File: src/rtl/mp_add_pkg.sv
// Shared types and helpers for the nibble-serial adder/subtractor mp_add_seq.
package mp_add_pkg;

    localparam int SLICE_W = 4;

    typedef enum logic [1:0] {
        ST_IDLE = 2'd0,
        ST_RUN  = 2'd1,
        ST_DONE = 2'd2
    } state_e;

    // Width of the slice counter for an operand of the given width (at least 1 bit).
    function automatic int cnt_w(input int width);
        int n;
        int w;
        n = width / SLICE_W;
        w = 1;
        while ((1 << w) < n) w++;
        return w;
    endfunction

endpackage

File: src/rtl/cla4_slice.sv
// Combinational 4-bit carry-lookahead adder slice; c3 is the carry into bit 3.
module cla4_slice (
    input  logic [3:0] a4,
    input  logic [3:0] b4,
    input  logic       ci,
    output logic [3:0] s4,
    output logic       co,
    output logic       c3
);

    logic [3:0] p;
    logic [3:0] g;
    logic       c1;
    logic       c2;

    always_comb begin
        p  = a4 ^ b4;
        g  = a4 & b4;
        c1 = g[0] | (p[0] & ci);
        c2 = g[1] | (p[1] & g[0]) | (p[1] & p[0] & ci);
        c3 = g[2] | (p[2] & g[1]) | (p[2] & p[1] & g[0]) | (p[2] & p[1] & p[0] & ci);
        co = g[3] | (p[3] & g[2]) | (p[3] & p[2] & g[1]) | (p[3] & p[2] & p[1] & g[0])
           | (p[3] & p[2] & p[1] & p[0] & ci);
        s4 = p ^ {c3, c2, c1, ci};
    end

endmodule

File: src/rtl/mp_add_seq.sv
// Sequential multi-precision add/subtract, one 4-bit CLA slice per cycle.
// Optional signed-overflow output enabled by defining MP_ADD_SEQ_OVF_EN.
module mp_add_seq
    import mp_add_pkg::*;
#(
    parameter int WIDTH = 16
) (
    input  logic             clk,
    input  logic             rst,
    input  logic             in_valid,
    output logic             in_ready,
    input  logic [WIDTH-1:0] a,
    input  logic [WIDTH-1:0] b,
    input  logic             cin,
    input  logic             sub,
    output logic             out_valid,
    input  logic             out_ready,
    output logic [WIDTH-1:0] sum,
    output logic             cout,
`ifdef MP_ADD_SEQ_OVF_EN
    output logic             ovf,
`endif
    output logic             busy
);

    localparam int N     = WIDTH / SLICE_W;
    localparam int CNT_W = cnt_w(WIDTH);
    localparam logic [CNT_W-1:0] CNT_LAST = CNT_W'(N - 1);

    state_e           state_q, state_d;
    logic [WIDTH-1:0] a_q, a_d;
    logic [WIDTH-1:0] b_q, b_d;
    logic [WIDTH-1:0] sum_q, sum_d;
    logic             carry_q, carry_d;
    logic [CNT_W-1:0] cnt_q, cnt_d;

    logic [3:0]       s4;
    logic             co;
    logic             c3;

    cla4_slice u_slice (
        .a4 (a_q[SLICE_W-1:0]),
        .b4 (b_q[SLICE_W-1:0]),
        .ci (carry_q),
        .s4 (s4),
        .co (co),
        .c3 (c3)
    );

    always_comb begin
        state_d = state_q;
        a_d     = a_q;
        b_d     = b_q;
        sum_d   = sum_q;
        carry_d = carry_q;
        cnt_d   = cnt_q;
        case (state_q)
            ST_IDLE: begin
                if (in_valid) begin
                    a_d     = a;
                    b_d     = b ^ {WIDTH{sub}};
                    carry_d = sub ? 1'b1 : cin;
                    cnt_d   = '0;
                    state_d = ST_RUN;
                end
            end
            ST_RUN: begin
                // Operands drain from the bottom; results enter at the top.
                a_d     = {{SLICE_W{1'b0}}, a_q[WIDTH-1:SLICE_W]};
                b_d     = {{SLICE_W{1'b0}}, b_q[WIDTH-1:SLICE_W]};
                sum_d   = {s4, sum_q[WIDTH-1:SLICE_W]};
                carry_d = co;
                cnt_d   = cnt_q + 1'b1;
                if (cnt_q == CNT_LAST) state_d = ST_DONE;
            end
            ST_DONE: begin
                if (out_ready) state_d = ST_IDLE;
            end
            default: state_d = ST_IDLE;
        endcase
    end

    always_ff @(posedge clk or posedge rst) begin
        if (rst) begin
            state_q <= ST_IDLE;
            a_q     <= '0;
            b_q     <= '0;
            sum_q   <= '0;
            carry_q <= 1'b0;
            cnt_q   <= '0;
        end else begin
            state_q <= state_d;
            a_q     <= a_d;
            b_q     <= b_d;
            sum_q   <= sum_d;
            carry_q <= carry_d;
            cnt_q   <= cnt_d;
        end
    end

`ifdef MP_ADD_SEQ_OVF_EN
    logic ovf_q, ovf_d;

    // Updated every slice; the last slice leaves carry-into-MSB XOR carry-out.
    always_comb begin
        ovf_d = ovf_q;
        if (state_q == ST_RUN) ovf_d = c3 ^ co;
    end

    always_ff @(posedge clk or posedge rst) begin
        if (rst) ovf_q <= 1'b0;
        else     ovf_q <= ovf_d;
    end

    assign ovf = ovf_q;
`endif

    assign in_ready  = (state_q == ST_IDLE);
    assign out_valid = (state_q == ST_DONE);
    assign busy      = (state_q != ST_IDLE);
    assign sum       = sum_q;
    assign cout      = carry_q;

endmodule

File: config.mk
export PLATFORM = sky130hd
export DESIGN_NAME = mp_add_seq
export DESIGN_NICKNAME = d
export VERILOG_FILES = /design/src/rtl/mp_add_pkg.sv /design/src/rtl/cla4_slice.sv /design/src/rtl/mp_add_seq.sv
export SDC_FILE = /design/constraint.sdc
export NUM_CORES = 1
export LEC_CHECK = 0
export CAP_MARGIN = 20
export CORE_MARGIN = 4
export CORE_UTILIZATION = 50
export DETAILED_ROUTE_END_ITERATION = 12
export GPL_TIMING_DRIVEN = 0
export PLACE_DENSITY = 0.79
export SLEW_MARGIN = 5
export SYNTH_ARGS = -nofsm -noshare
export SYNTH_HDL_FRONTEND = slang
export SYNTH_SLANG_ARGS = --single-unit
File: constraint.sdc
create_clock -name clk -period 1.7 [get_ports clk]
set_clock_uncertainty 0.1 [all_clocks]
set_input_delay 0.17 -clock clk [delete_from_list [all_inputs] [get_ports clk]]
set_output_delay 0.17 -clock clk [all_outputs]
set_load 0.05 [all_outputs]
; Yosys cells after proc, flatten, opt, wreduce, memory -nomap -nowiden
; Cells that the tools add are included.
[word_totals]
out_inout_bits = 20
wordCells = 61
latchBits = 0
register_bits = 53
memories = 0
ramBits = 0
romBits = 0
in_bits = 38
[op_classes]
n_div = 0
mul = 0
n_mux = 13
n_reduce_logical = 5
eq_ne = 6
n_addsub = 1
n_lt_le_gt_ge = 0
n_bitwise = 30
shifts = 0
[ops]
columns = cell, n
row1 = $pmux W16 S2, 2
row2 = $mux W16, 2
row3 = $and A1 B1 Y1, 16
row4 = $xor A16 B16 Y16, 1
row5 = $or A1 B1 Y1, 10
row6 = $mux W2, 4
row7 = $xor A4 B4 Y4, 2
row8 = $pmux W2 S3, 1
row9 = $and A4 B4 Y4, 1
row10 = $eq A2 B2 Y1 const B, 2
row11 = $ne A2 B2 Y1 const B, 2
row12 = $pmux W2 S2, 1
row13 = $reduce_bool A2 Y1, 2
row14 = $reduce_and A3 Y1, 1
row15 = $add A2 B1 Y2 const B, 1
row16 = $eq A2 B1 Y1 const B, 1
row17 = $logic_not A2 Y1, 1
row18 = $mux W1, 2
row19 = $ne A2 B1 Y1 const B, 1
row20 = $pmux W1 S2, 1
row21 = $reduce_and A2 Y1, 1

; Longest topological paths before layout
[depth]
word_depth = 7
depth_mapped = 5
depth_no_buf = 4

; Hierarchy
; A second synthesis with hierarchy kept.
[hier_totals]
hier_cells = 273
area_unflattened_um2 = 2708.8
[modules_own_cells]
columns = module, cells_each, area_each_um2, seq_area_each_um2, instances
row1 = mp_add_seq, 255, 2553.7, 1326.3, 1
row2 = cla4_slice, 18, 155.1, 0.0, 1

; Worst setup path after synthesis
; OpenSTA, ideal clock, no wires.
[synth_path]
path_kind = flip-flop to output port
startpoint = register state_q[1]
endpoint = output port busy
required_time_ps = 1430
arrival_time_ps = 1834
path_stages_with_launch = 5
path_slack_ps = -404
n_path_buf = 2
path_cell_list = dfrtp_1 > buf_2 > clkbuf_1 > nor2_1 > inv_1
[synth_via]
elab_chain_len = 1
[synth_lines]
columns = item, line_no
row1 = from (decl), mp_add_seq.sv:30  ; state_e state_q, state_d;
row2 = from (signal assigned), mp_add_seq.sv:92  ; state_q <= state_d;
row3 = $reduce_bool A2 Y1, mp_add_seq.sv:120  ; assign busy = (state_q != ST_IDLE);
row4 = to (decl), mp_add_seq.sv:23  ; output logic busy
; Every way passes these cells.

; Worst setup path in the final report
[layout_path]
startpoint = register state_q[0]
endpoint = output port out_valid
[layout_via]
elab_chain_len = 1
[layout_lines]
columns = item, line_no
row1 = $eq A2 B2 Y1, mp_add_seq.sv:119  ; assign out_valid = (state_q == ST_DONE);
row2 = to (decl), mp_add_seq.sv:16  ; output logic out_valid,
; Every way passes these cells.

==> reports/metrics.yaml <==
run_status:
  status: "finished, final reports clean"
floorplanning:
  die_area_sq_um: 6540
  die_w_um: 80.87
  io-pin-count: 58
  placementRows: 26
  core_area_sq_um: 5140
  start_util_pct: 51.66
  die_h_um: 80.87
clock_tree:
  clock_latency_ps: 310
  h-tree-depth: 2
  clk_pin_slew_ps: 100
  cts-root-buf: "clkbuf_8"
  clock-sinks: 53
  cts_max_path_buffers: 2
  cts_tree: "done"
  cts_buffers: 5
finish:
  layout-drive-gt1-share_pct: 10.53
  final_common_cell: "nand2_1"
  mostFrequentLayoutCells: "55 x nand2_1, 53 x dfrtp_1, 36 x clkdlybuf4s50_1"
  area_delta_synth_final_pct: 29.69
  diodes: 0
  final_cells: 412
  nets: 385
worst_setup_path:
  r2r_start: "a_q[0]$_DFFE_PP0P_"
  crit_path_max_fanout: 10
  rr_worst_depth: 4
  cp.required_ps: 1430
  crit_type: "flop to output port"
  reg2reg_slack_ps: 150
  cp.arrival_ps: 1380
  r2r_end: "sum[15]$_DFFE_PP0N_"
  start_kind: "flop"
  critPathCaptureType: "output port"
route:
  met2_length_um: 3025
  drt_wl_total_um: 6096
  firstDrtPassIters: 5
  wl_met3_um: 401
  vias: 2194
  drt_iter0_drc: 126
  drc: 0
  ant_nets: 0
  wirelength_met1_um: 2611
  via_per_inst: 5.325
  top_layer: "met4"
  wl_per_cell_um: 14.80
power_and_ir_drop:
  p_seq_share_pct: 33.3
  p_sw_share_pct: 45.33
  ir_worst_vdd_v: 0.001407
  clockPowerShare_pct: 11.8
  power_switching_w: 0.002984
  p_leak_nw: 1.561
  finalPower_w: 0.006584
  p_comb_share_pct: 54.9
  p_per_area_nw_per_um2: 1912
  internal_power_w: 0.003599
place:
  placed_cells: 404
  numPortBuffers: 56
  gp_congestion: 0.8146
  dp_hpwl_um: 4429
global_routing:
  antenna_found_initial: 0
  gr-total-overflow: 0
  grt_max_degree: 42
  grt_use_total_pct: 20.41
  grt_pass1_vias: 2173
  grt_pass1_wl_um: 10190
flow_run:
  cap_violations: 0
timing:
  fin_crit_sh_pct: 97.03
  finalHoldViolations: 0
  clock.fmax_mhz: 606.2
  rsz0062_at_grt: "yes"
  tightest_slew_ps: 515.0
  whs_ps: 16.38
  setup_viol: 0
  final.setup.tns_ps: 0
  max_slew_margin_pct: 65.66
  period_minus_slack_ps: 1650
  slew_viol_final: 0
logic_synthesis:
  ys_seq_area_share_pct: 49.95
  syn_area_sq_um: 2655
  yosysWarnings: 0
  synth.avg_cell_area_sq_um: 9.585
  syn_nets: 321
  synth.distinct_cells: 32
  ys_ff_latch: 53
  synthCells: 277
min_path:
  hp-class: "input port to asynchronous set/reset pin"
[kinds of logic (layout without fill, tap and decap cells)]
kind of cell / after synthesis / count (layout) / share of synthesized area [%]
simple gates: 89 / 89 / 15.79
compound gates: 85 / 85 / 20.41
flops: 53 / 53 / 49.95
buf+inv: 27 / 92 / 5.137
xor+xnor: 17 / 17 / 5.608
fa+ha+maj: 6 / 6 / 3.110
[sequential cells by signal, indices dropped and copies added, names as in the netlist]
signal and count:
cout 1, b_q 16, sum 16, state_q 2
cnt_q 2, a_q 16
[worst max-delay path: stages, from the launching register on]
cell     delay, ps
dfrtp_1        410
buf_6          150
buf_2          190
nor2b_4        150
buf_6          160
[stage by stage]
stage	cell area [sq um]	utilization (%)	setup slack [ps]
floorplan	2660	-	-88.91
global route	3443	66.99	-6.814
global placement	3308	64.36	-843.4
CTS	3415	66.43	7.497
finish	3443	66.99	50.45
detailed placement	3328	64.75	-468.2
[worst max-delay path by stage]
| stage | startpoint | to | slack [ps] | depth (start not counted) |
|---|---|---|---|---|
| 4_1_cts | state_q[1]$_DFFE_PP0P_ | busy | 7 | 5 |
| 2_1_floorplan | state_q[1]$_DFFE_PP0P_ | busy | -90 | 4 |
| 3_5_place_dp | state_q[1]$_DFFE_PP0P_ | busy | -470 | 5 |
| 3_3_place_gp | rst | a_q[15]$_DFFE_PP0P_ | -840 | 2 |
| 6_report | state_q[0]$_DFFE_PP0P_ | out_valid | 50 | 4 |
| 5_1_grt | state_q[0]$_DFFE_PP0P_ | out_valid | -7 | 4 |
[timing repair]
| action | in CTS | in global routing |
|---|---|---|
| endpoints found under the setup margin | 20 | 4 |
| hold buffers | 0 | 0 |
| gates resized for setup | 40 | 9 |
| setup buffers | 0 | 0 |
[synthesized netlist by cell type]
cell        n  area (sq um)
a211oi_1    2         15.01
a21o_1      2         15.01
a21oi_1    24         120.1
a22o_1      2         17.52
a22oi_1    12         90.09
a2bb2oi_1   1         8.760
a31o_2      1         8.760
and2_1      1         6.260
and2b_1     1         7.510
and3_1      1         6.260
and3b_1     1         8.760
buf_2      10         50.05
buf_4       2         15.01
buf_6       2         22.52
clkbuf_1    6         22.52
dfrtp_1    53          1326
fa_1        1         20.02
ha_1        5         62.56
inv_1       7         26.28
nand2_1    55         206.5
nor2_1      4         15.01
nor2b_1    24         150.1
o21ai_0    26         130.1
o21ba_2     1         10.01
o21bai_1    1         7.510
o22a_1     11         96.34
o22ai_1     1         6.260
o32ai_2     1         16.27
or2b_1      1         7.510
or3b_4      1         11.26
xnor2_1    15         131.4
xor2_1      2         17.52
[cell type report]
type / count / area, sq um
Timing Repair Buffer: 57 / 559.3
Inverter: 7 / 26.28
Fill cell: 455 / 1697
Tap cell: 70 / 87.58
Multi-Input combinational cell: 197 / 1212
Clock inverter: 1 / 5.005
Clock buffer: 7 / 96.34
Sequential cell: 53 / 1326
Buffer: 20 / 130.1
[per-layer routing]
metal | up-vias | track usage, %
met5 | - | 0
met4 | 0 | 6.250
met3 | 6 | 5.100
met2 | 63 | 34.07
met1 | 1058 | 26.17
li1 | 1067 | -
[power by group through the flow]
| stage | sequential [W] | clock [W] | combinational (W) |
|---|---|---|---|
| after CTS | 0.00219 | 0.000785 | 0.00356 |
| after global routing | 0.00227 | 0.000837 | 0.00398 |
| after global placement | 0.00219 | 0 | 0.00355 |
| final | 0.00220 | 0.000774 | 0.00361 |
| after detailed placement | 0.00222 | 0 | 0.00367 |
| after floorplan | 0.00277 | 0 | 0.00203 |
(Power assumes the default switching activity.)
